## config.mk

```make
export PLATFORM = sky130hd
export DESIGN_NAME = sprite_frame_scheduler
export DESIGN_NICKNAME = d
export VERILOG_FILES = /design/src/rtl/sprite_frame_scheduler_pkg.sv /design/src/rtl/sprite_frame_scheduler_block_plotter.sv /design/src/rtl/sprite_frame_scheduler.sv
export SDC_FILE = /design/constraint.sdc
export NUM_CORES = 1
export LEC_CHECK = 0
export BUFFER_PORTS_ARGS = -buffer_cell sky130_fd_sc_hd__buf_2
export CORE_MARGIN = 1
export CORE_UTILIZATION = 23
export CTS_BUF_LIST = sky130_fd_sc_hd__clkbuf_4
export CTS_CLUSTER_DIAMETER = 100
export CTS_CLUSTER_SIZE = 10
export DETAILED_ROUTE_END_ITERATION = 8
export PLACE_DENSITY = 0.51
export SYNTH_ARGS = -nofsm -noshare
export SYNTH_HDL_FRONTEND = slang
export SYNTH_HIERARCHICAL = 1
export SYNTH_SLANG_ARGS = --single-unit
```

## constraint.sdc

```tcl
create_clock -name iClock -period 8.2 [get_ports iClock]
set_input_delay 2.46 -clock iClock [delete_from_list [all_inputs] [get_ports iClock]]
set_output_delay 2.46 -clock iClock [all_outputs]
set_load 0.005 [all_outputs]
```

## src/rtl/sprite_frame_scheduler_pkg.sv

```systemverilog
// Shared constants for the sprite frame scheduler: sprite geometry, screen size defaults,
// FSM state encodings and a small width helper.
package sprite_frame_scheduler_pkg;

    localparam int SPRITE_DIM   = 4;
    localparam int DEF_SCREEN_W = 160;
    localparam int DEF_SCREEN_H = 120;

    localparam logic [2:0] IDLE   = 3'd0;
    localparam logic [2:0] LATCH  = 3'd1;
    localparam logic [2:0] SELECT = 3'd2;
    localparam logic [2:0] ERASE  = 3'd3;
    localparam logic [2:0] DRAW   = 3'd4;
    localparam logic [2:0] NEXT   = 3'd5;
    localparam logic [2:0] DONE   = 3'd6;

    // Index width for a set of n requesters; a single requester still needs one bit.
    function automatic int index_width(input int n);
        return (n > 1) ? $clog2(n) : 1;
    endfunction

endpackage

```

## src/rtl/sprite_frame_scheduler_block_plotter.sv

```systemverilog
// Walks one 4x4 block a pixel per cycle from a start strobe, clips against the screen
// and registers the resulting VGA write.
module sprite_frame_scheduler_block_plotter
    import sprite_frame_scheduler_pkg::*;
#(
    parameter int SCREEN_W = DEF_SCREEN_W,
    parameter int SCREEN_H = DEF_SCREEN_H
) (
    input  logic       iClock,
    input  logic       iResetn,
    input  logic       start,
    input  logic [7:0] base_x,
    input  logic [6:0] base_y,
    input  logic [2:0] colour,
    output logic       last,
    output logic [7:0] x,
    output logic [6:0] y,
    output logic [2:0] pix_colour,
    output logic       plot
);

    localparam logic [3:0] LAST_PIXEL = 4'(SPRITE_DIM * SPRITE_DIM - 1);

    logic       active_reg;
    logic [3:0] cnt_reg;
    logic [8:0] sum_x;
    logic [7:0] sum_y;
    logic       on_screen;
    logic [7:0] x_reg;
    logic [6:0] y_reg;
    logic [2:0] colour_reg;
    logic       plot_reg;

    // Sums are one bit wider than the port so off-screen pixels are caught, not wrapped.
    assign sum_x     = {1'b0, base_x} + {7'd0, cnt_reg[1:0]};
    assign sum_y     = {1'b0, base_y} + {6'd0, cnt_reg[3:2]};
    assign on_screen = (sum_x < 9'(SCREEN_W)) && (sum_y < 8'(SCREEN_H));
    assign last      = active_reg && (cnt_reg == LAST_PIXEL);

    always_ff @(posedge iClock or negedge iResetn) begin
        if (!iResetn) begin
            active_reg <= 1'b0;
            cnt_reg    <= '0;
            x_reg      <= '0;
            y_reg      <= '0;
            colour_reg <= '0;
            plot_reg   <= 1'b0;
        end else begin
            if (start) begin
                active_reg <= 1'b1;
                cnt_reg    <= '0;
            end else if (active_reg) begin
                cnt_reg <= cnt_reg + 4'd1;
                if (cnt_reg == LAST_PIXEL) begin
                    active_reg <= 1'b0;
                end
            end
            x_reg      <= active_reg ? sum_x[7:0] : '0;
            y_reg      <= active_reg ? sum_y[6:0] : '0;
            colour_reg <= active_reg ? colour : '0;
            plot_reg   <= active_reg && on_screen;
        end
    end

    assign x          = x_reg;
    assign y          = y_reg;
    assign pix_colour = colour_reg;
    assign plot       = plot_reg;

endmodule

```

## src/rtl/sprite_frame_scheduler.sv

```systemverilog
// Shares one VGA pixel-write port among several 4x4 sprites: on each frame tick every sprite
// is visited round-robin, its old image erased and its new image drawn.
module sprite_frame_scheduler
    import sprite_frame_scheduler_pkg::*;
#(
    parameter int         NUM_SPRITES = 2,
    parameter logic [2:0] BG_COLOUR   = 3'b000,
    parameter int         SCREEN_W    = DEF_SCREEN_W,
    parameter int         SCREEN_H    = DEF_SCREEN_H
) (
    input  logic                     iClock,
    input  logic                     iResetn,
    input  logic                     iFrameTick,
    input  logic [NUM_SPRITES-1:0]   iReqValid,
    input  logic [8*NUM_SPRITES-1:0] iReqX,
    input  logic [7*NUM_SPRITES-1:0] iReqY,
    input  logic [3*NUM_SPRITES-1:0] iReqColour,
    output logic [NUM_SPRITES-1:0]   oReqAck,
    output logic [7:0]               oX,
    output logic [6:0]               oY,
    output logic [2:0]               oColour,
    output logic                     oPlot,
    output logic                     oBusy,
    output logic                     oDone,
    output logic                     oOverrun
);

    localparam int               IDX_W    = index_width(NUM_SPRITES);
    localparam logic [IDX_W-1:0] LAST_IDX = IDX_W'(NUM_SPRITES - 1);

    function automatic logic [IDX_W-1:0] wrap_inc(input logic [IDX_W-1:0] idx);
        return (idx == LAST_IDX) ? '0 : idx + IDX_W'(1);
    endfunction

    logic [7:0] req_x [NUM_SPRITES];
    logic [6:0] req_y [NUM_SPRITES];
    logic [2:0] req_c [NUM_SPRITES];

    generate
        for (genvar gi = 0; gi < NUM_SPRITES; gi++) begin : g_unpack
            assign req_x[gi] = iReqX[8*gi +: 8];
            assign req_y[gi] = iReqY[7*gi +: 7];
            assign req_c[gi] = iReqColour[3*gi +: 3];
        end
    endgenerate

    logic [2:0]             state_reg, state_next;
    logic [IDX_W-1:0]       rr_reg, sel_reg, visited_reg;
    logic                   pending_reg, overrun_reg, start_reg;
    logic [NUM_SPRITES-1:0] valid_reg, drawn_reg, ack_reg;
    logic [7:0]             lat_x_reg  [NUM_SPRITES];
    logic [6:0]             lat_y_reg  [NUM_SPRITES];
    logic [2:0]             lat_c_reg  [NUM_SPRITES];
    logic [7:0]             last_x_reg [NUM_SPRITES];
    logic [6:0]             last_y_reg [NUM_SPRITES];

    logic [7:0] plot_base_x;
    logic [6:0] plot_base_y;
    logic [2:0] plot_colour;
    logic       plot_last;

    // Erase walks the previously drawn position in background colour; draw uses this frame's snapshot.
    always_comb begin
        plot_base_x = last_x_reg[sel_reg];
        plot_base_y = last_y_reg[sel_reg];
        plot_colour = BG_COLOUR;
        if (state_reg == DRAW) begin
            plot_base_x = lat_x_reg[sel_reg];
            plot_base_y = lat_y_reg[sel_reg];
            plot_colour = lat_c_reg[sel_reg];
        end
    end

    always_comb begin
        state_next = state_reg;
        case (state_reg)
            IDLE:    if (iFrameTick || pending_reg) state_next = LATCH;
            LATCH:   state_next = SELECT;
            SELECT: begin
                if (drawn_reg[sel_reg])      state_next = ERASE;
                else if (valid_reg[sel_reg]) state_next = DRAW;
                else                         state_next = NEXT;
            end
            ERASE:   if (plot_last) state_next = valid_reg[sel_reg] ? DRAW : NEXT;
            DRAW:    if (plot_last) state_next = NEXT;
            NEXT:    state_next = (visited_reg == LAST_IDX) ? DONE : SELECT;
            DONE:    state_next = IDLE;
            default: state_next = IDLE;
        endcase
    end

    always_ff @(posedge iClock or negedge iResetn) begin
        if (!iResetn) begin
            state_reg   <= IDLE;
            rr_reg      <= '0;
            sel_reg     <= '0;
            visited_reg <= '0;
            pending_reg <= 1'b0;
            overrun_reg <= 1'b0;
            start_reg   <= 1'b0;
            valid_reg   <= '0;
            drawn_reg   <= '0;
            ack_reg     <= '0;
            for (int i = 0; i < NUM_SPRITES; i++) begin
                lat_x_reg[i]  <= '0;
                lat_y_reg[i]  <= '0;
                lat_c_reg[i]  <= '0;
                last_x_reg[i] <= '0;
                last_y_reg[i] <= '0;
            end
        end else begin
            state_reg   <= state_next;
            overrun_reg <= 1'b0;
            ack_reg     <= '0;
            // The plotter is kicked once on each entry into a pixel-walking state.
            start_reg   <= ((state_next == ERASE) || (state_next == DRAW)) && (state_next != state_reg);

            // One tick may queue behind a running frame; any further tick is lost.
            if (iFrameTick && (state_reg != IDLE)) begin
                if (pending_reg) overrun_reg <= 1'b1;
                else             pending_reg <= 1'b1;
            end

            case (state_reg)
                IDLE: if (state_next == LATCH) pending_reg <= 1'b0;
                LATCH: begin
                    valid_reg   <= iReqValid;
                    sel_reg     <= rr_reg;
                    visited_reg <= '0;
                    for (int i = 0; i < NUM_SPRITES; i++) begin
                        lat_x_reg[i] <= req_x[i];
                        lat_y_reg[i] <= req_y[i];
                        lat_c_reg[i] <= req_c[i];
                    end
                end
                ERASE: if (plot_last) drawn_reg[sel_reg] <= 1'b0;
                DRAW: begin
                    if (plot_last) begin
                        last_x_reg[sel_reg] <= lat_x_reg[sel_reg];
                        last_y_reg[sel_reg] <= lat_y_reg[sel_reg];
                        drawn_reg[sel_reg]  <= 1'b1;
                        ack_reg[sel_reg]    <= 1'b1;
                    end
                end
                NEXT: begin
                    visited_reg <= visited_reg + IDX_W'(1);
                    sel_reg     <= wrap_inc(sel_reg);
                end
                DONE:    rr_reg <= wrap_inc(rr_reg);
                default: ;
            endcase
        end
    end

    sprite_frame_scheduler_block_plotter #(
        .SCREEN_W (SCREEN_W),
        .SCREEN_H (SCREEN_H)
    ) u_block_plotter (
        .iClock     (iClock),
        .iResetn    (iResetn),
        .start      (start_reg),
        .base_x     (plot_base_x),
        .base_y     (plot_base_y),
        .colour     (plot_colour),
        .last       (plot_last),
        .x          (oX),
        .y          (oY),
        .pix_colour (oColour),
        .plot       (oPlot)
    );

    assign oReqAck  = ack_reg;
    assign oBusy    = (state_reg != IDLE);
    assign oDone    = (state_reg == DONE);
    assign oOverrun = overrun_reg;

endmodule

```

* Word level (Yosys, flattened, before mapping)
Cells that the tools add are included.
** Operators by class
- Reduce and logical (&&, ||, !) cells :: 16
- Eq/ne operators :: 13
- $add $sub $neg :: 6
- Muxes and demuxes :: 59
- Bitwise logic cells :: 4
- Order comparisons :: 6
** Operator list (count)
- $mux 8 :: 9
- $mux 7 :: 9
- $mux 3 :: 10
- $pmux 3 s6 :: 1
- $bwmux 16 :: 1
- $mux 1 :: 16
- $bwmux 14 :: 1
- $eq 3x3->1 const B :: 4
- $add 8x2->9 :: 1
- $eq 3x2->1 const B :: 3
- $lt 9x8->1 const B :: 1
- $add 7x2->8 :: 1
- $demux 8 s1 :: 1
- $lt 8x7->1 const B :: 1
- $mux 2 :: 4
- $mux 4 :: 2
- $demux 7 s1 :: 1
- $logic_and 1x1->1 :: 7
- $eq 3x1->1 const B :: 2
- $reduce_bool 2->1 :: 3
- $add 4x1->4 const B :: 1
- $eq 4x4->1 const B :: 1
- $ne 2x2->1 const B :: 2
- $pmux 1 s2 :: 2
- other kinds (17) :: 20
** Storage, ports and cells
- Input port bits :: 41
- Output and inout port bits :: 24
- Logic and storage cells :: 130
- Flip-flop bits (word level) :: 105

* Longest topological paths before layout
- Depth in word-level cells :: 9
- Gate-level depth with buffers :: 10
- Gate-level depth less buffers :: 9

* Modules after synthesis
Netlist, hierarchy kept.
** By module, submodules not included
- sprite_frame_scheduler :: cells each 235, instances 1, sequential area each 2026.9 µm², area an instance 3575.9 µm²
- sprite_frame_scheduler_block_plotter :: cells each 108, instances 1, sequential area each 600.6 µm², area an instance 1149.9 µm²

* Least setup slack after synthesis
OpenSTA, ideal clock, no wires.
- Kind :: reg-to-output
- From :: reg state_reg[0]
- To :: out oBusy
- Data arrival time :: 0.993 ns
- Buffers on the path :: 1
- Setup slack :: 4.747 ns
- Cell stages (with the launch flop) :: 3
- Cell sequence :: dfrtp_1 > clkbuf_1 > or3_1
** On the way
- Word-level cells in the longest chain between the ends :: 1
** Ends and longest elaborated chain
- start, declared :: RTL line sprite_frame_scheduler.sv:47 : logic [2:0] state_reg, state_next;
- start signal, assigned :: RTL line sprite_frame_scheduler.sv:112 : state_reg <= state_next;
- $reduce_bool 3->1 :: RTL line sprite_frame_scheduler.sv:173 : assign oBusy = (state_reg != IDLE);
- end, declared :: RTL line sprite_frame_scheduler.sv:23 : output logic oBusy,
No other way between the ends.

* Worst setup path after layout
- From :: reg state_reg[2]
- To :: out oBusy
The elaborated chain is that of the path after synthesis.

==> out/qor.yml <==
cts:
  cts_buffer_depth: 2
  clk_latency_ps: 470
  cts_hold_buffers: 0
  cts_root_buf: "clkbuf_4"
  clkSlewWorstSetupHoldPaths_ps: 150
  cts_setup_buffers: 0
  cts_resized: 0
  ctsHtreeMaxLevel: 3
  cts_sinks: 105
  cts_tree: "yes"
  cts_buffers: 9
detailed_routing:
  drcViolationCount: 0
  finalWirelength_um: 10200
  wl_per_cell_um: 15.0
  drtPass1Iterations: 4
  viasPerCell: 4.28
  drt_iter0_drc: 126
  antenna_left: 0
  num_vias: 2899
synthesis:
  avgSynthCellArea_um2: 13.8
  synth-async-reset-ratio_pct: 100
  ys_types: 44
  ys_seq_elements: 105
  synth-edff-count: 0
  synth_top_area_share_pct: 55.6
  syn-cell-area_mm2: 0.00473
  ys.flop_type: "dfrtp_1"
  synth_area_leader_cell: "dfrtp_1"
  synthCells: 343
  yosys_warnings: 6
  ys_seq_area_share_pct: 55.6
  syn_nets: 391
  ys_top_cells_by_area: "dfrtp_1, mux2_2, mux4_2"
grt:
  grt_max_degree: 71
  grt_use_total_pct: 10.3
  overflow: 0
  antenna_found_initial: 1
  grt_pass1_vias: 3144
  grt_pass1_wl_um: 16800
placement:
  portBuffers: 64
  place_congestion: 0.770
  dp.cells: 663
  hpwl_um: 7150
sta:
  worst_slew_pin_slew_ps: 1140
  setup_tns_ps: 0
  slew-limit-headroom_pct: 23.8
  post-route-period-util_pct: 50.4
  fin_crit_ps: 4140
  setup_viol: 0
  hold_violations: 0
  skew_ps: 15.9
  rsz0062_at_grt: "false"
  maxSlewViolCount: 0
  fmax_ghz: 0.242
die:
  die-area_mm2: 0.0211
  coreArea_mm2: 0.0202
  fp.dieW_um: 145
  start_util_pct: 23.4
  num_io_pins: 65
  fp.dieH_um: 145
  num_rows: 52
layout:
  drive_above_1_share_pct: 39.3
  final_nets: 452
  instances_no_fill: 678
  seq_area_mm2: 0.00263
  fill_cells: 2115
  multi_input_area_mm2: 0.00198
  syn2layout_area_growth_pct: 14.9
critical_path:
  cp-start-kind: "flip-flop"
  crit_type: "flip-flop to primary output"
  crit_required_ps: 5740
  end_kind: "primary output"
  critPathArrivalTime_ps: 1680
  cp_max_fo: 15
hold_path:
  hp-class: "flip-flop to flip-flop"
status:
  outcome: "finished, final reports clean"
power_and_ir_drop:
  p_per_area_mw_per_mm2: 313
  max-vdd-ir-drop_v: 0.0000878
  p_leak_nw: 2.49
run:
  maxCapViolCount: 0
## critical path, cell delays in order (launching register included)
cell	delay [ps]
dfrtp_1	570
or3_1	490
buf_2	150
## cell families (layout without fill, tap and decap cells)
| kind of cell | Yosys count | after routing | synth area share (%) |
|---|---|---|---|
| AO/OA/AOI/OAI | 25 | 25 | 3.63 |
| AND/OR/NAND/NOR | 77 | 77 | 8.63 |
| adder cells (fa/ha/maj) | 7 | 7 | 2.17 |
| buffers and inverters | 26 | 90 | 2.70 |
| multiplexers | 89 | 89 | 24.7 |
| XOR/XNOR | 14 | 14 | 2.59 |
| other | 0 | 1 | 0 |
| flip-flops | 105 | 105 | 55.6 |
## through the flow
stage          area [um^2]  hold slack, ps  util [%]  setup slack [ps]  power (W)
2_1_floorplan         4730             450         -              4750    0.00129
3_3_place_gp          5320             462      26.4              4470    0.00146
3_5_place_dp          5320             474      26.4              4400    0.00149
4_1_cts               5430             507      26.9              4030    0.00173
5_1_grt               5430             522      26.9              3980    0.00184
6_report              5430             503      26.9              4060    0.00170
## Yosys cell counts (all sizes together) (2+ instances only)
| master | n |
|---|---|
| clkbuf | 5 |
| a31oi | 3 |
| nand4 | 4 |
| o21ai | 4 |
| mux2 | 70 |
| dfrtp | 105 |
| buf | 12 |
| nor2b | 5 |
| nor3 | 3 |
| a21oi | 5 |
| xor2 | 9 |
| nor2 | 25 |
| ha | 5 |
| fa | 2 |
| and2 | 7 |
| and3 | 3 |
| nand2b | 3 |
| or3 | 3 |
| mux4 | 15 |
| mux2i | 4 |
| inv | 9 |
| o2111ai | 2 |
| a21o | 3 |
| nand3 | 6 |
| xnor2 | 5 |
| nand2 | 13 |
## cell usage in the layout, fill, tap and decap left out, drive strengths merged, types with 2 or more instances in the layout
cell type,Yosys,layout
xnor2,5,5
nor3,3,3
fa,2,2
nand2b,3,3
and2,7,7
ha,5,5
a21o,3,3
mux2i,4,4
inv,9,9
nand2,13,13
nor2,25,25
clkbuf,5,13
buf,12,67
dfrtp,105,105
mux4,15,15
nor2b,5,5
a31oi,3,3
a21oi,5,5
o2111ai,2,2
and3,3,3
or3,3,3
mux2,70,70
nand4,4,4
xor2,9,9
nand3,6,6
o21ai,4,4
## metal layers
layer | vias to the layer above | share of wire [%] | wire [um] | GRT usage (%)
met5 | - | 0 | 0 | 0
met4 | 0 | 1.7 | 172 | 4.37
met3 | 15 | 3.9 | 396 | 2.76
met2 | 60 | 47 | 4730 | 15.7
met1 | 1486 | 48 | 4860 | 13.9
li1 | 1338 | - | - | -
## final cells by class
type | count | share of cell area, %
Antenna cell | 1 | 0.0461
Tap cell | 270 | 6.22
Sequential cell | 105 | 48.4
Multi-Input combinational cell | 212 | 36.4
Inverter | 9 | 0.622
Clock buffer | 13 | 1.80
Clock inverter | 1 | 0.0922
Timing Repair Buffer | 67 | 6.36
## worst paths after layout
| path | startpoint | end | slack, ps | cells past startpoint |
|---|---|---|---|---|
| max | state_reg[2] | oBusy | 4060 | 2 |
| min | last_x_reg[1] | last_x_reg[1] | 500 | 1 |
| max reg2reg | state_reg[2] | u_block_plotter/plot | 5000 | 8 |
| min reg2reg | last_x_reg[1] | last_x_reg[1] | 500 | 1 |
| max in group asynchronous | iResetn | lat_c_reg[0] | 5010 | 2 |
| min in group asynchronous | iResetn | u_block_plotter/y[1] | 1920 | 1 |
## power by group
part           internal (W)  total, W  switching [W]
combinational      0.000330  0.000616       0.000286
sequential         0.000701  0.000845       0.000143
clock             0.0000731  0.000237       0.000164
Note: power is estimated with default switching activity, not from simulation.
